==> config.mk <==
export PLATFORM = sky130hd
export DESIGN_NAME = pulse_event_arbiter
export DESIGN_NICKNAME = d
export VERILOG_FILES = /design/src/rtl/pulse_event_arbiter.sv
export SDC_FILE = /design/constraint.sdc
export NUM_CORES = 1
export LEC_CHECK = 0
export CORE_UTILIZATION = 66
export DETAILED_ROUTE_END_ITERATION = 7
export DONT_BUFFER_PORTS = 1
export GPL_TIMING_DRIVEN = 0
export PLACE_DENSITY = 0.8
export SETUP_SLACK_MARGIN = 0.05
export SYNTH_ARGS = -nofsm -noshare
export SYNTH_HDL_FRONTEND = slang
export SYNTH_SLANG_ARGS = --single-unit
==> constraint.sdc <==
create_clock -name clk -period 3.2 [get_ports clk]
set_input_delay 0.32 -clock clk [delete_from_list [all_inputs] [get_ports clk]]
set_output_delay 0.32 -clock clk [all_outputs]
set_load 0.01 [all_outputs]
==> src/rtl/pulse_event_arbiter.sv <==
// Round-robin arbiter funnelling one-cycle events from N_REQ requesters into a
// single pulse channel, keeping at least GAP low cycles between issued pulses.
module pulse_event_arbiter #(
    parameter int N_REQ = 4,
    parameter int GAP   = 3,
    parameter int ID_W  = $clog2(N_REQ)
) (
    input  logic             clk,
    input  logic             n_rst,
    input  logic [N_REQ-1:0] req_pulse,
    input  logic             ovf_clr,
    output logic             out_pulse,
    output logic [ID_W-1:0]  out_id,
    output logic [N_REQ-1:0] pending,
    output logic [N_REQ-1:0] overflow,
    output logic             busy
);

    typedef enum logic {IDLE, HOLD} state_t;

    state_t             r_state;
    logic [7:0]         r_cnt;
    logic [ID_W-1:0]    r_last;
    logic               r_out_pulse;
    logic [ID_W-1:0]    r_out_id;
    logic [N_REQ-1:0]   r_pending;
    logic [N_REQ-1:0]   r_overflow;

    logic [ID_W:0]      w_shamt;
    logic [2*N_REQ-1:0] w_dbl;
    logic [N_REQ-1:0]   w_rot;
    logic [ID_W-1:0]    w_off;
    logic [ID_W:0]      w_sum;
    logic [ID_W-1:0]    w_winner;
    logic               w_found;
    logic               w_issue;
    logic [N_REQ-1:0]   w_grant;
    logic [N_REQ-1:0]   w_drop;

    // Rotate pending so bit 0 is the requester just after the last grant.
    assign w_shamt = {1'b0, r_last} + (ID_W+1)'(1);
    assign w_dbl   = {r_pending, r_pending} >> w_shamt;
    assign w_rot   = w_dbl[N_REQ-1:0];
    assign w_found = |r_pending;

    always_comb begin
        w_off = '0;
        for (int j = N_REQ-1; j >= 0; j--) begin
            if (w_rot[j]) w_off = ID_W'(j);
        end
    end

    assign w_sum    = w_shamt + {1'b0, w_off};
    assign w_winner = (w_sum >= (ID_W+1)'(N_REQ)) ? ID_W'(w_sum - (ID_W+1)'(N_REQ))
                                                  : ID_W'(w_sum);

    assign w_issue = w_found && ((r_state == IDLE) || (r_cnt == 8'd0));
    assign w_grant = w_issue ? (N_REQ'(1) << w_winner) : '0;
    // A granted requester may re-request in the same cycle without dropping.
    assign w_drop  = req_pulse & r_pending & ~w_grant;

    always_ff @(posedge clk or negedge n_rst) begin
        if (!n_rst) begin
            r_state     <= IDLE;
            r_cnt       <= 8'd0;
            r_last      <= ID_W'(N_REQ-1);
            r_out_pulse <= 1'b0;
            r_out_id    <= '0;
            r_pending   <= '0;
            r_overflow  <= '0;
        end else begin
            r_out_pulse <= 1'b0;
            r_pending   <= (r_pending & ~w_grant) | req_pulse;
            r_overflow  <= (r_overflow & ~{N_REQ{ovf_clr}}) | w_drop;
            case (r_state)
                IDLE: begin
                    if (w_issue) begin
                        r_out_pulse <= 1'b1;
                        r_out_id    <= w_winner;
                        r_last      <= w_winner;
                        r_cnt       <= 8'(GAP);
                        r_state     <= HOLD;
                    end
                end
                HOLD: begin
                    if (r_cnt != 8'd0) begin
                        r_cnt <= r_cnt - 8'd1;
                    end else if (w_issue) begin
                        r_out_pulse <= 1'b1;
                        r_out_id    <= w_winner;
                        r_last      <= w_winner;
                        r_cnt       <= 8'(GAP);
                    end else begin
                        r_state <= IDLE;
                    end
                end
                default: r_state <= IDLE;
            endcase
        end
    end

    assign out_pulse = r_out_pulse;
    assign out_id    = r_out_id;
    assign pending   = r_pending;
    assign overflow  = r_overflow;
    assign busy      = (r_state == HOLD) || (|r_pending);

endmodule

**After elaboration in Yosys (flattened, before gate mapping)**

Index checks and enable logic that the tools add are counted.

- Logic and storage cells: 50
- Memory bits (read-only): 0
- Register bits after elaboration: 22
- Memories: 0
- Input bits: 7
- RAM bits: 0
- Latch bits: 0
- Output and inout port bits: 12

- Eq/ne operators: 1
- Mux-type cells: 20
- Bitwise operators: 9
- Reduce and logical (&&, ||, !) cells: 6
- Shift operators: 2
- Multipliers: 0
- $add $sub $neg: 4
- Div/mod/pow operators: 0
- $lt $le $gt $ge: 1

Operators by type and width:

| kind | number |
|---|---|
| two-way mux 2 bit | 9 |
| bitwise AND 4 bit | 4 |
| two-way mux 8 bit | 2 |
| one-hot mux 8 bit (2 select lines) | 1 |
| zero test 8 bit | 1 |
| inverter 4 bit | 2 |
| bitwise OR 4 bit | 2 |
| one-hot mux 2 bit (2 select lines) | 2 |
| nonzero test 8 bit | 1 |
| >> shifter 8 x 3 -> 4 bit | 1 |
| subtractor 8 x 1 -> 8 bit (second input constant) | 1 |
| two-way mux 4 bit | 1 |
| one-hot mux 1 bit (2 select lines) | 2 |
| OR reduction 4 bit | 1 |
| left shift 1 x 2 -> 4 bit (first input constant) | 1 |
| adder 2 x 1 -> 3 bit (second input constant) | 1 |
| adder 3 x 2 -> 3 bit | 1 |
| >= comparator 3 bit (second input constant) | 1 |
| two-way mux 1 bit | 3 |
| logical OR 1 bit | 2 |
| inequality test 2 bit (second input constant) | 1 |
| subtractor 2 x 1 -> 2 bit (second input constant) | 1 |
| logical AND 1 bit | 1 |
| inverter 1 bit | 1 |

**Depth between registers and ports, before layout**

- Word-level depth: 14
- Mapped depth: 9
- Mapped depth without buffers: 8

**Worst setup path before layout**

OpenSTA, ideal clock, no wires.

- Path type: reg-to-reg
- Start: register r_pending[1], in the netlist pending[1]
- End: register r_overflow[1], in the netlist overflow[1]
- Stages on the path, launching flop included: 10
- Slack: 1.100 ns
- Library setup time: 0.136 ns
- Path buffers: 1
- Clock period less this slack: 2.100 ns
- Arrival time: 1.964 ns
- Data required time: 3.064 ns
- Path through: dfrtp_1 > clkbuf_2 > inv_1 > a2bb2oi_1 > o21ai_0 > o21ai_0 > ha_1 > xor2_1 > xor2_2 > o211ai_1

- Word-level cells in the longest chain between the ends: 13
- Elaborated cells on any way between the ends: 17
- Classes of those cells: add/sub (2); order compare (1); shift (2); mux (6); bitwise (4); reduce/logical (2)

Ends and longest elaborated chain:

| what | line | text |
|---|---|---|
| from (decl) | 26 | `logic [N_REQ-1:0] r_pending;` |
| from (signal assigned) | 73 | `r_pending <= (r_pending & ~w_grant) \| req_pulse;` |
| >> shifter 8 x 3 -> 4 bit | 42 | `assign w_dbl = {r_pending, r_pending} >> w_shamt;` |
| two-way mux 2 bit (4 in a row) | 49 | `if (w_rot[j]) w_off = ID_W'(j);` |
| adder 3 x 2 -> 3 bit | 53 | `assign w_sum = w_shamt + {1'b0, w_off};` |
| >= comparator 3 bit or subtractor 2 x 1 -> 2 bit (tied branches) | 54 | `assign w_winner = (w_sum >= (ID_W+1)'(N_REQ)) ? ID_W'(w_sum - (ID_W+1)'(N_REQ))` |
| two-way mux 2 bit | 54 |  |
| left shift 1 x 2 -> 4 bit | 58 | `assign w_grant = w_issue ? (N_REQ'(1) << w_winner) : '0;` |
| two-way mux 4 bit | 58 |  |
| inverter 4 bit | 60 | `assign w_drop = req_pulse & r_pending & ~w_grant;` |
| bitwise AND 4 bit * | 60 |  |
| bitwise OR 4 bit * | 74 | `r_overflow <= (r_overflow & ~{N_REQ{ovf_clr}}) \| w_drop;` |
| to (signal assigned) | 74 |  |
| to (decl) | 27 | `logic [N_REQ-1:0] r_overflow;` |

Mark *: on every way between the ends. The rest lies on a longest branch, timed or not.
A chain may end at the register's enable or synchronous reset.

**Worst setup path after layout**

Ends and elaborated chain as after synthesis.

==> summary.md <==
| Metric | Value |
|---|---|
| Reg clk slew, reported paths | 120 ps |
| Syn Nets | 145 |
| Seq/Total Area, Yosys | 43.4% |
| Hold_buf cts | 1 |
| Highest net fanout along the worst path | 8 |
| Actual slew at the worst max-slew pin | 975 ps |
| Setup violation total in the final timing report | 0 |
| Die Span X | 46.0 um |
| Final wirelength | 2470 um |
| Global-route wire length before repair | 4240 um |
| IO Port Bufs | 0 |
| Initial core utilization | 72.3% |
| Worst reg2reg path startpoint | pending[1] |
| DR WL met3 | 132 um |
| Fillers | 134 |
| Tmin final | 2490 ps |
| Worst EP arrival | 2680 ps |
| Yosys reg bits | 22 |
| Highest Signal Layer | met4 |
| Die area | 2110 um2 |
| CP startpoint | pending[1] |
| Synth async-reset ratio | 100% |
| Num CTS Buffers | 3 |
| Part of the cycle the worst path needs | 77.9% |
| Power Density | 764 nW/um2 |
| Initial DRC count | 48 |
| Placer's final routability congestion estimate | 0.853 |
| Worst hold stages | 2 |
| Synth Area per Inst | 9.44 um2 |
| Post-Syn Area | 1270 um2 |
| Status | finished clean |
| Count leader, synth | dfrtp_1 |
| Clock Tree Buf Depth | 2 |
| Root Buffer | clkbuf_4 |
| Crit path kind | reg2reg |
| GRT Total Usage | 28.4% |
| DR pass1 iterations | 6 |
| CTS tree | done |
| F_max | 0.401 GHz |
| Kind of launch point of the worst setup path | flip-flop |
| Share of cells above drive strength 1 | 16.4% |
| Reg2reg path depth | 9 |
| Max Clock Skew | 2.19 ps |
| Post-CTS Setup Bufs | 0 |
| Ys Warns | 0 |
| Count of pins over their slew limit | 0 |
| Post-synthesis cell count | 135 |
| Htree depth | 1 |
| Largest net degree at the start of global routing | 23 |
| Multi-input gate area | 634 um2 |
| DR vias | 1010 |
| RSZ-0062 raised after global routing | false |
| Final ANT Viol Nets | 0 |
| Reg area | 553 um2 |
| Max IR drop VDD | 505 uV |
| Number of synthesized flops with an enable pin | 0 |
| Initial antenna violation count | 0 |
| Post-DR vias/cell | 6.12 |
| Post-synth top area share | 39.3% |
| Post-synth top flop | dfrtp_1 |
| Yosys cell types | 47 |
| M1 WL | 1100 um |
| Diodes inserted | 0 |
| Critical Path End Type | flip-flop |
| Hold Path Class | in2reg |
| Grt ovf | 0 |
| Final hold vios | 0 |
| Io pins | 19 |
| Final Util | 76.7% |
| Vias in the first global route | 972 |
| Met2 WL | 1170 um |
| Worst EP required | 3390 ps |
| Yosys top cell by area | dfrtp_1 |
| Cell types with the highest counts after synthesis | dfrtp_1 (20), nand2_1 (14), a21oi_1 (11), nor2_1 (11) |
| Worst slew margin | 34.8% |
| Synth top area cells | dfrtp_1 (39%), a21oi_1 (4.3%), dfstp_2 (4.1%), nand2_1 (4.1%), o21ai_0 (3.9%) |
| Die H | 46.0 um |
| Maxcap violations | 0 |
| Final nets | 151 |
| Final setup TNS | 0 ps |
| P&R area growth vs syn | 6.08% |
| Core area | 1760 um2 |
| Sink Count | 22 |
| Post-CTS sizing | 0 |
| Num rows | 15 |
| Hold path startpoint | req_pulse[0] |
| Skew-Pair Late Insertion Delay | 310 ps |
| Lkg Pwr | 0.563 nW |
| # DRC | 0 |
| Drt wl/cell | 15.0 um |
| Detail Placement HPWL | 1850 um |
[logic make-up (layout without fill, tap and decap cells)]
group           after synthesis  count (layout)  share of synthesized area (%)
compound gates               44              44                           25.1
simple gates                 44              44                           18.2
flops                        22              22                           43.4
buf+inv                      18              23                           6.87
fa+ha+maj                     3               3                           2.94
xor+xnor                      3               3                           2.65
mux                           1               1                          0.883
[worst paths after layout]
kind / to / slack [ps]
min in group asynchronous: r_cnt[6] / 600
hold / removal: overflow[0] / 130
max in group asynchronous: pending[2] / 2020
hold reg to reg: r_cnt[0] / 530
setup / recovery: overflow[1] / 710
setup reg to reg: overflow[1] / 710
[per-stage QoR]
| stage | hold WS, ps | instance area [um2] | worst slack, ps | cells | total power [mW] |
|---|---|---|---|---|---|
| floorplan | 24.4 | 1270 | 1100 | 135 | 0.786 |
| CTS | 123 | 1350 | 703 | 165 | 1.04 |
| finish | 127 | 1350 | 709 | 165 | 1.03 |
| global placement | 24.8 | 1310 | 828 | 160 | 0.852 |
| global route | 120 | 1350 | 477 | 165 | 1.11 |
| detailed placement | 24.8 | 1310 | 745 | 160 | 0.876 |
[critical path, stage by stage (launching register included)]
cell and delay [ps]:
dfrtp_1 450, clkbuf_2 180, inv_1 180, a2bb2oi_1 170, o21ai_0 90, o21ai_0 240
ha_1 210, xor2_1 350, xor2_2 340, o211ai_1 160
[state kept, by name, indices dropped and copies added (netlist names)]
name / count
overflow: 4
out_id: 2
out_pulse: 1
pending: 4
r_state: 1
r_last: 2
r_cnt: 8
[placed cells by master (no fill, tap or decap), types with 2 or more instances in the layout]
cell type and n:
nor4_1 2, ha_1 3, o211ai_2 2, a32oi_1 2, o21ai_1 4, dfstp_2 2
dfrtp_1 20, buf_2 3, nor2b_1 3, o21ai_0 10, inv_1 10, a21oi_1 11
nor3_1 4, nand2_1 14, buf_4 2, clkbuf_4 3, o211ai_1 2, nor2_1 11
[routing by layer]
metal	GRT usage (%)	up-vias
met5	0	-
met2	44.2	40
met4	17.1	0
li1	-	492
met3	3.97	9
met1	37.0	469
[power by group]
part | switching [mW] | leakage [nW] | internal [mW]
clock | 0.0864 | 0.0210 | 0.0695
combinational | 0.241 | 0.302 | 0.156
sequential | 0.0991 | 0.240 | 0.382
total | 0.426 | 0.563 | 0.608
[final cells by class]
| cell class | count | area share, % |
|---|---|---|
| Buffer | 8 | 3.70 |
| Clock buffer | 4 | 2.68 |
| Inverter | 10 | 2.78 |
| Multi-Input combinational cell | 95 | 46.9 |
| Sequential cell | 22 | 40.9 |
| Tap cell | 25 | 2.31 |
| Timing Repair Buffer | 1 | 0.740 |
No activity file was read; power rests on OpenSTA's default activity.
